`config.mk`:
```
export PLATFORM = sky130hd
export DESIGN_NAME = animation_sequencer
export DESIGN_NICKNAME = d
export VERILOG_FILES = /design/src/rtl/animation_sequencer.sv
export SDC_FILE = /design/constraint.sdc
export NUM_CORES = 1
export LEC_CHECK = 0
export ABC_AREA = 1
export CORE_ASPECT_RATIO = 0.75
export CORE_MARGIN = 5
export CORE_UTILIZATION = 51
export DETAILED_ROUTE_END_ITERATION = 6
export GPL_ROUTABILITY_DRIVEN = 0
export MAX_ROUTING_LAYER = met4
export PLACE_DENSITY = 0.88
export SYNTH_ARGS = -nofsm -noshare
export SYNTH_HDL_FRONTEND = slang
export SYNTH_SLANG_ARGS = --single-unit
```
`constraint.sdc`:
```
create_clock -name clk -period 1.81 [get_ports clk]
set_clock_uncertainty 0.2 [all_clocks]
set_input_delay 0.181 -clock clk [delete_from_list [all_inputs] [get_ports clk]]
set_output_delay 0.181 -clock clk [all_outputs]
set_load 0.005 [all_outputs]
```
`src/rtl/animation_sequencer.sv`:
```
// Top-level game/animation sequencer: start screen, map, coins, per-frame sprite draw/erase,
// frame delay, pause and game-over, driving one shared draw engine over a req/done handshake.
module animation_sequencer #(
  parameter int N_SPRITES    = 2,
  parameter int FRAME_CYCLES = 1048576,
  parameter int MAP_W        = 2,
  parameter int START_SCR    = 2,
  parameter int GG_SCR       = 3,
  localparam int IDX_W       = $clog2(N_SPRITES) + 1,
  localparam int CNT_W       = $clog2(FRAME_CYCLES)
) (
  input  logic                 clk,
  input  logic                 reset,
  input  logic                 button1,
  input  logic                 button2,
  input  logic                 pause_btn,
  input  logic [MAP_W-1:0]     map_sel,
  input  logic                 won,
  input  logic                 times_up,
  input  logic [N_SPRITES-1:0] coin_hit,
  input  logic                 draw_done,
  output logic                 draw_req,
  output logic [2:0]           draw_op,
  output logic [IDX_W-1:0]     draw_idx,
  output logic [MAP_W-1:0]     screen_sel,
  output logic                 ld_xy,
  output logic                 frame_tick,
  output logic                 paused,
  output logic [3:0]           state
);

  typedef enum logic [3:0] {
    S_START  = 4'd0,
    S_WAITP  = 4'd1,
    S_WAITR  = 4'd2,
    S_MAP    = 4'd3,
    S_COINS  = 4'd4,
    S_SDRAW  = 4'd5,
    S_FRAME  = 4'd6,
    S_PAUSE  = 4'd7,
    S_SERASE = 4'd8,
    S_CERASE = 4'd9,
    S_GG     = 4'd10,
    S_GGWAIT = 4'd11
  } state_t;

  typedef enum logic [2:0] {
    OP_SCREEN = 3'd0,
    OP_COINS  = 3'd1,
    OP_SDRAW  = 3'd2,
    OP_SERASE = 3'd3,
    OP_CERASE = 3'd4
  } op_t;

  localparam int                HIT_W     = 2 ** IDX_W;
  localparam logic [IDX_W-1:0]  LAST_IDX  = IDX_W'(N_SPRITES - 1);
  localparam logic [CNT_W-1:0]  LAST_CNT  = CNT_W'(FRAME_CYCLES - 1);
  localparam logic [MAP_W-1:0]  START_VAL = MAP_W'(START_SCR);
  localparam logic [MAP_W-1:0]  GG_VAL    = MAP_W'(GG_SCR);

  state_t           state_q, state_d;
  logic [IDX_W-1:0] idx_q, idx_d;
  logic [CNT_W-1:0] cnt_q, cnt_d;
  logic [MAP_W-1:0] map_q, map_d;
  logic             req_q, req_d;
  logic             ld_q, ld_d;
  logic             tick_q, tick_d;
  logic             btn_armed_q, btn_armed_d;
  logic             btn_seen_q, btn_seen_d;
  logic             pause_seen_q, pause_seen_d;

  op_t              cur_op;
  logic             is_draw;
  logic             any_btn, go_gg, req_rise, op_done;
  logic [HIT_W-1:0] hit_ext;

  assign any_btn = button1 | button2;
  assign hit_ext = HIT_W'(coin_hit);
  // Game-over is decided on SDRAW entry, before the first sprite request of the frame.
  assign go_gg    = (state_q == S_SDRAW) && !req_q && (idx_q == '0) && (won | times_up);
  assign req_rise = is_draw && !req_q && !draw_done && !go_gg;
  assign op_done  = req_q && draw_done;

  // NOTE: every variable written in always_comb gets a default first, so no path infers a latch.
  always_comb begin
    cur_op     = OP_SCREEN;
    screen_sel = map_q;
    is_draw    = 1'b1;
    unique case (state_q)
      S_START:          screen_sel = START_VAL;
      S_WAITP, S_WAITR: begin screen_sel = START_VAL; is_draw = 1'b0; end
      S_MAP:            cur_op = OP_SCREEN;
      S_COINS:          cur_op = OP_COINS;
      S_SDRAW:          cur_op = OP_SDRAW;
      S_FRAME, S_PAUSE: is_draw = 1'b0;
      S_SERASE:         cur_op = OP_SERASE;
      S_CERASE:         cur_op = OP_CERASE;
      S_GG:             screen_sel = GG_VAL;
      S_GGWAIT:         begin screen_sel = GG_VAL; is_draw = 1'b0; end
      default:          begin screen_sel = START_VAL; is_draw = 1'b0; end
    endcase
  end

  always_comb begin
    state_d      = state_q;
    idx_d        = idx_q;
    cnt_d        = cnt_q;
    map_d        = map_q;
    req_d        = req_q;
    ld_d         = req_rise && (state_q == S_SDRAW);
    tick_d       = 1'b0;
    btn_armed_d  = 1'b0;
    btn_seen_d   = 1'b0;
    pause_seen_d = pause_seen_q;

    if (req_rise) req_d = 1'b1;
    if (op_done)  req_d = 1'b0;

    unique case (state_q)
      S_START: if (op_done) state_d = S_WAITP;
      S_WAITP: begin
        // A button held since the start screen must be released before it counts.
        btn_armed_d = btn_armed_q | ~any_btn;
        if (btn_armed_q && any_btn) state_d = S_WAITR;
      end
      S_WAITR: if (!any_btn) begin
        map_d   = map_sel;
        state_d = S_MAP;
      end
      S_MAP:   if (op_done) state_d = S_COINS;
      S_COINS: if (op_done) begin
        state_d = S_SDRAW;
        idx_d   = '0;
      end
      S_SDRAW: begin
        if (go_gg) begin
          state_d = S_GG;
        end else if (op_done) begin
          if (idx_q == LAST_IDX) begin
            state_d      = S_FRAME;
            idx_d        = '0;
            cnt_d        = '0;
            pause_seen_d = 1'b0;
          end else begin
            idx_d = idx_q + 1'b1;
          end
        end
      end
      S_FRAME: begin
        if (cnt_q == LAST_CNT) begin
          tick_d       = 1'b1;
          state_d      = S_SERASE;
          idx_d        = '0;
          pause_seen_d = 1'b0;
        end else if (pause_seen_q && !pause_btn) begin
          state_d      = S_PAUSE;
          pause_seen_d = 1'b0;
        end else begin
          cnt_d        = cnt_q + 1'b1;
          pause_seen_d = pause_seen_q | pause_btn;
        end
      end
      S_PAUSE: begin
        if (pause_seen_q && !pause_btn) begin
          state_d      = S_FRAME;
          pause_seen_d = 1'b0;
        end else begin
          pause_seen_d = pause_seen_q | pause_btn;
        end
      end
      S_SERASE: if (op_done) begin
        if (hit_ext[idx_q]) begin
          state_d = S_CERASE;
        end else if (idx_q == LAST_IDX) begin
          state_d = S_SDRAW;
          idx_d   = '0;
        end else begin
          idx_d = idx_q + 1'b1;
        end
      end
      S_CERASE: if (op_done) begin
        if (idx_q == LAST_IDX) begin
          state_d = S_SDRAW;
          idx_d   = '0;
        end else begin
          state_d = S_SERASE;
          idx_d   = idx_q + 1'b1;
        end
      end
      S_GG: if (op_done) state_d = S_GGWAIT;
      S_GGWAIT: begin
        btn_armed_d = btn_armed_q | ~any_btn;
        btn_seen_d  = btn_seen_q | (btn_armed_q & any_btn);
        if (btn_seen_q && !any_btn) state_d = S_START;
      end
      default: state_d = S_START;
    endcase
  end

  // NOTE: sequential state uses non-blocking assignments so every register samples pre-edge values.
  always_ff @(posedge clk or posedge reset) begin
    if (reset) begin
      state_q      <= S_START;
      idx_q        <= '0;
      cnt_q        <= '0;
      map_q        <= '0;
      req_q        <= 1'b0;
      ld_q         <= 1'b0;
      tick_q       <= 1'b0;
      btn_armed_q  <= 1'b0;
      btn_seen_q   <= 1'b0;
      pause_seen_q <= 1'b0;
    end else begin
      state_q      <= state_d;
      idx_q        <= idx_d;
      cnt_q        <= cnt_d;
      map_q        <= map_d;
      req_q        <= req_d;
      ld_q         <= ld_d;
      tick_q       <= tick_d;
      btn_armed_q  <= btn_armed_d;
      btn_seen_q   <= btn_seen_d;
      pause_seen_q <= pause_seen_d;
    end
  end

  assign draw_req   = req_q;
  assign draw_op    = cur_op;
  assign draw_idx   = idx_q;
  assign ld_xy      = ld_q;
  assign frame_tick = tick_q;
  assign paused     = (state_q == S_PAUSE);
  assign state      = state_q;

endmodule

```
==> metrics.md, run 1 <==
| Metric | Value |
|---|---|
| Post-route cell area | 0.00366 mm2 |
| Layout Nets | 467 |
| Post-synthesis cell count | 363 |
| CP cell instances | nand2_1, inv_1, nand2_1, nor2_4, nand2_1, clkinv_2, nand3_4, nand2_8, clkbuf_16, nand2_1, nand2_1 |
| Layout cells sized above 1 | 0.398 |
| Number of remaining DRC errors | 0 |
| Area delta synth->final | 51.3% |
| Crit Path Max Fanout | 8 |
| Full die area | 0.00624 mm2 |
| Via count | 3,155 |
| Dpl cell area | 0.00300 mm2 |
| Initial Util | 0.536 |
| Synth Register Bits | 34 |
| Critical Path End Type | flip-flop |
| Largest net degree at the start of global routing | 35 |
| Hold buffers post-CTS | 0 |
| # rows | 21 |
| Drt wl/cell | 19.4 um |
| Max cap viols | 0 |
| Startpoint types | flip-flop |
| Port-buffer cells | 26 |
| Die Ht | 69.7 um |
| Relative max-transition margin | 0.691 |
| Via density | 6.16 |
| Min Hold Slack | 78.0 ps |
| Most used cell, CP | nand2_1 |
| Clk buf depth | 2 |
| Hold Path Class | in2async |
| R2R cell count | 11 |
| Final Cycle Share | 1.14 |
| Critical path's slowest cell | dfrtp_1 |
| DRT antenna net count | 0 |
| Design Power | 4.91 mW |
| LEAKAGE | 1.83 nW |
| Area share of the largest cell type after synthesis | 0.351 |
| Ant diodes | 0 |
| CTS H-Tree Depth | 2 |
| Top cells by area, synth | dfrtp_1 35%, nand2_1 20%, nor2_1 7.7%, nand3_1 6.0%, inv_1 5.7% |
| R2r startpoint | cnt_q[7] |
| Avg Inst Size Synth | 6.67 um2 |
| Sequential fraction of the synthesis area | 0.351 |
| Fin. Hold Viols | 0 |
| Xor/xnor cell area share of the yosys netlist | 0.0217 |
| Post-Syn Nets | 376 |
| Vias in the first global route | 2,753 |
| Failing checks | setup timing |
| Critical path's largest stage delay | 440 ps |
| Simple-gate share of the synthesized area | 0.418 |
| VDD IR-drop max | 0.00117 V |
| Final WL | 9940 um |
| Tightest Pin Transition | 463 ps |
| Final WS setup | -249 ps |
| Synth Cell Area | 0.00242 mm2 |
| RSZ-0062 raised after global routing | yes |
| IO Count | 27 |
| Setup-failing EPs final | 30 |
| Core Area | 0.00452 mm2 |
| Hpwl dp | 5210 um |
| Num CTS Buffers | 5 |
| Achievable frequency | 486 MHz |
| Gr usage total | 0.256 |
| Largest family of logic cells by synthesized area | simple AND/OR/NAND/NOR gates |
| Clock transition at the registers of the reported paths | 90 ps |
| Drt pass-1 iters | 6 |
| Post-synth EDFFs | 0 |
| Req. time, crit path | 1850 ps |
| Pwr per Cell Area | 1340 mW/mm2 |
| CP Data Arrival Time | 2100 ps |
| Synth cell types | 32 |
| FF-to-FF End | cnt_q[7] |
| Ys async rst share | 1.00 |
| GR Overflow Total | 0 |
| Clk_lat worst skew | 310 ps |
| Leading area contributor after synthesis | dfrtp_1 |
| Top FF cell, synth | dfrtp_1 |
| Most frequent cell after synthesis | nand2_1 |
| Critical path class | reg2reg |
| Initial antenna violation count | 0 |
| Yosys warning count | 0 |
| CTS tree | yes |
| Post-Synth Adder-Cell Area | 0.00517 |
| Compound-gate portion of the synthesized area | 0.104 |
| Synth cell count leaders | 131 x nand2_1, 50 x nor2_1, 37 x inv_1 |
| Clock sink count | 34 |
| Minimum clock period | 2060 ps |
| Root Driver | clkbuf_8 |
| Slew Limit Fails | 0 |
| DRT iter0 DRCs | 518 |
| Post-synthesis mux area share | 0.00930 |
| Die X | 89.6 um |
| Global-route wire length before repair | 12,400 um |
| Outcome | complete, but fails checks |
| FF-to-FF setup slack | -250 ps |
layout make-up:
class,instances,area (um2)
clock buffers,7,86.3
well taps,57,71.3
fillers,241,855
flip-flops and latches,34,856
clock inverters,1,5.00
repair buffers,89,828
multi-input cells,280,1640
inverters,44,176
critical path: cells and delay by family, from the launching register on:
family,cells,cell delay (ps)
buf+inv,3,360
flops,1,440
simple gates,8,990
where the power goes:
group | leakage [nW] | switching [mW] | internal, mW | total [mW]
clock network | 0.0482 | 0.315 | 0.308 | 0.623
registers | 0.456 | 0.142 | 0.889 | 1.03
logic | 1.33 | 1.80 | 1.46 | 3.26
how the worst max path moves through the flow:
stage | slack, ps | start | depth (start not counted) | endpoint
3_5_place_dp | -150 | button1 | 10 | state[0]
6_report | -250 | cnt_q[7] | 11 | cnt_q[7]
5_1_grt | -310 | cnt_q[7] | 11 | cnt_q[7]
2_1_floorplan | 110 | cnt_q[1] | 10 | cnt_q[4]
4_1_cts | -80 | state[1] | 12 | state[0]
3_3_place_gp | -100 | state[3] | 7 | screen_sel[0]
what timing repair did:
action	in CTS	in global routing
endpoints found under the setup margin	18	38
resized for setup	61	69
buffers inserted	11	12
pin swaps	12	22
cloned	0	4
layout by cell type, fill, tap and decap left out, types with 10 or more instances in the layout:
cell / n
buf_4: 48
buf_6: 10
clkdlybuf4s50_1: 17
dfrtp_1: 30
inv_1: 30
inv_2: 11
nand2_1: 96
nand2_2: 25
nand2_4: 12
nand3_1: 26
nor2_1: 40
nor2_4: 11
o21ai_2: 13
through the flow:
step	TNS [ps]	utilization	std cells	setup slack, ps
finish	-5000	0.811	512	-249
global route	-6690	0.811	512	-311
CTS	-1310	0.725	496	-78.1
detailed placement	-2840	0.663	477	-151
global placement	-1610	0.663	477	-95.1
floorplan	0	-	363	108
routing by layer:
| layer | global-route usage | part of all wire |
|---|---|---|
| met5 | - | 0 |
| met4 | 0.116 | 0.068 |
| met3 | 0.0511 | 0.11 |
| met2 | 0.392 | 0.45 |
| met1 | 0.323 | 0.37 |
sequential cells by signal, summed over array words and instances, names as in the netlist:
| signal | cells |
|---|---|
| btn_armed_q | 1 |
| draw_req | 1 |
| draw_idx | 2 |
| pause_seen_q | 1 |
| state | 4 |
| btn_seen_q | 1 |
| ld_xy | 1 |
| frame_tick | 1 |
| cnt_q | 20 |
| map_q | 2 |
kinds of logic after synthesis:
kind of cell	Yosys count
AOI/OAI and AO/OA	37
and+or+nand+nor	234
muxes	2
adders and majority gates	1
xor gates and xnor gates	6
buffers and inverters	49
DFF	34
No activity file was read; power rests on OpenSTA's default activity.
==> run 2, diff against run 1 <==
--- a/config.mk
+++ b/config.mk
@@ -13,6 +13,7 @@
 export GPL_ROUTABILITY_DRIVEN = 0
 export MAX_ROUTING_LAYER = met4
 export PLACE_DENSITY = 0.88
+export SLEW_MARGIN = 20
 export SYNTH_ARGS = -nofsm -noshare
 export SYNTH_HDL_FRONTEND = slang
 export SYNTH_SLANG_ARGS = --single-unit
==> results of run 2 <==
No change in the layout: final DEF, timing and power equal those of run 1.
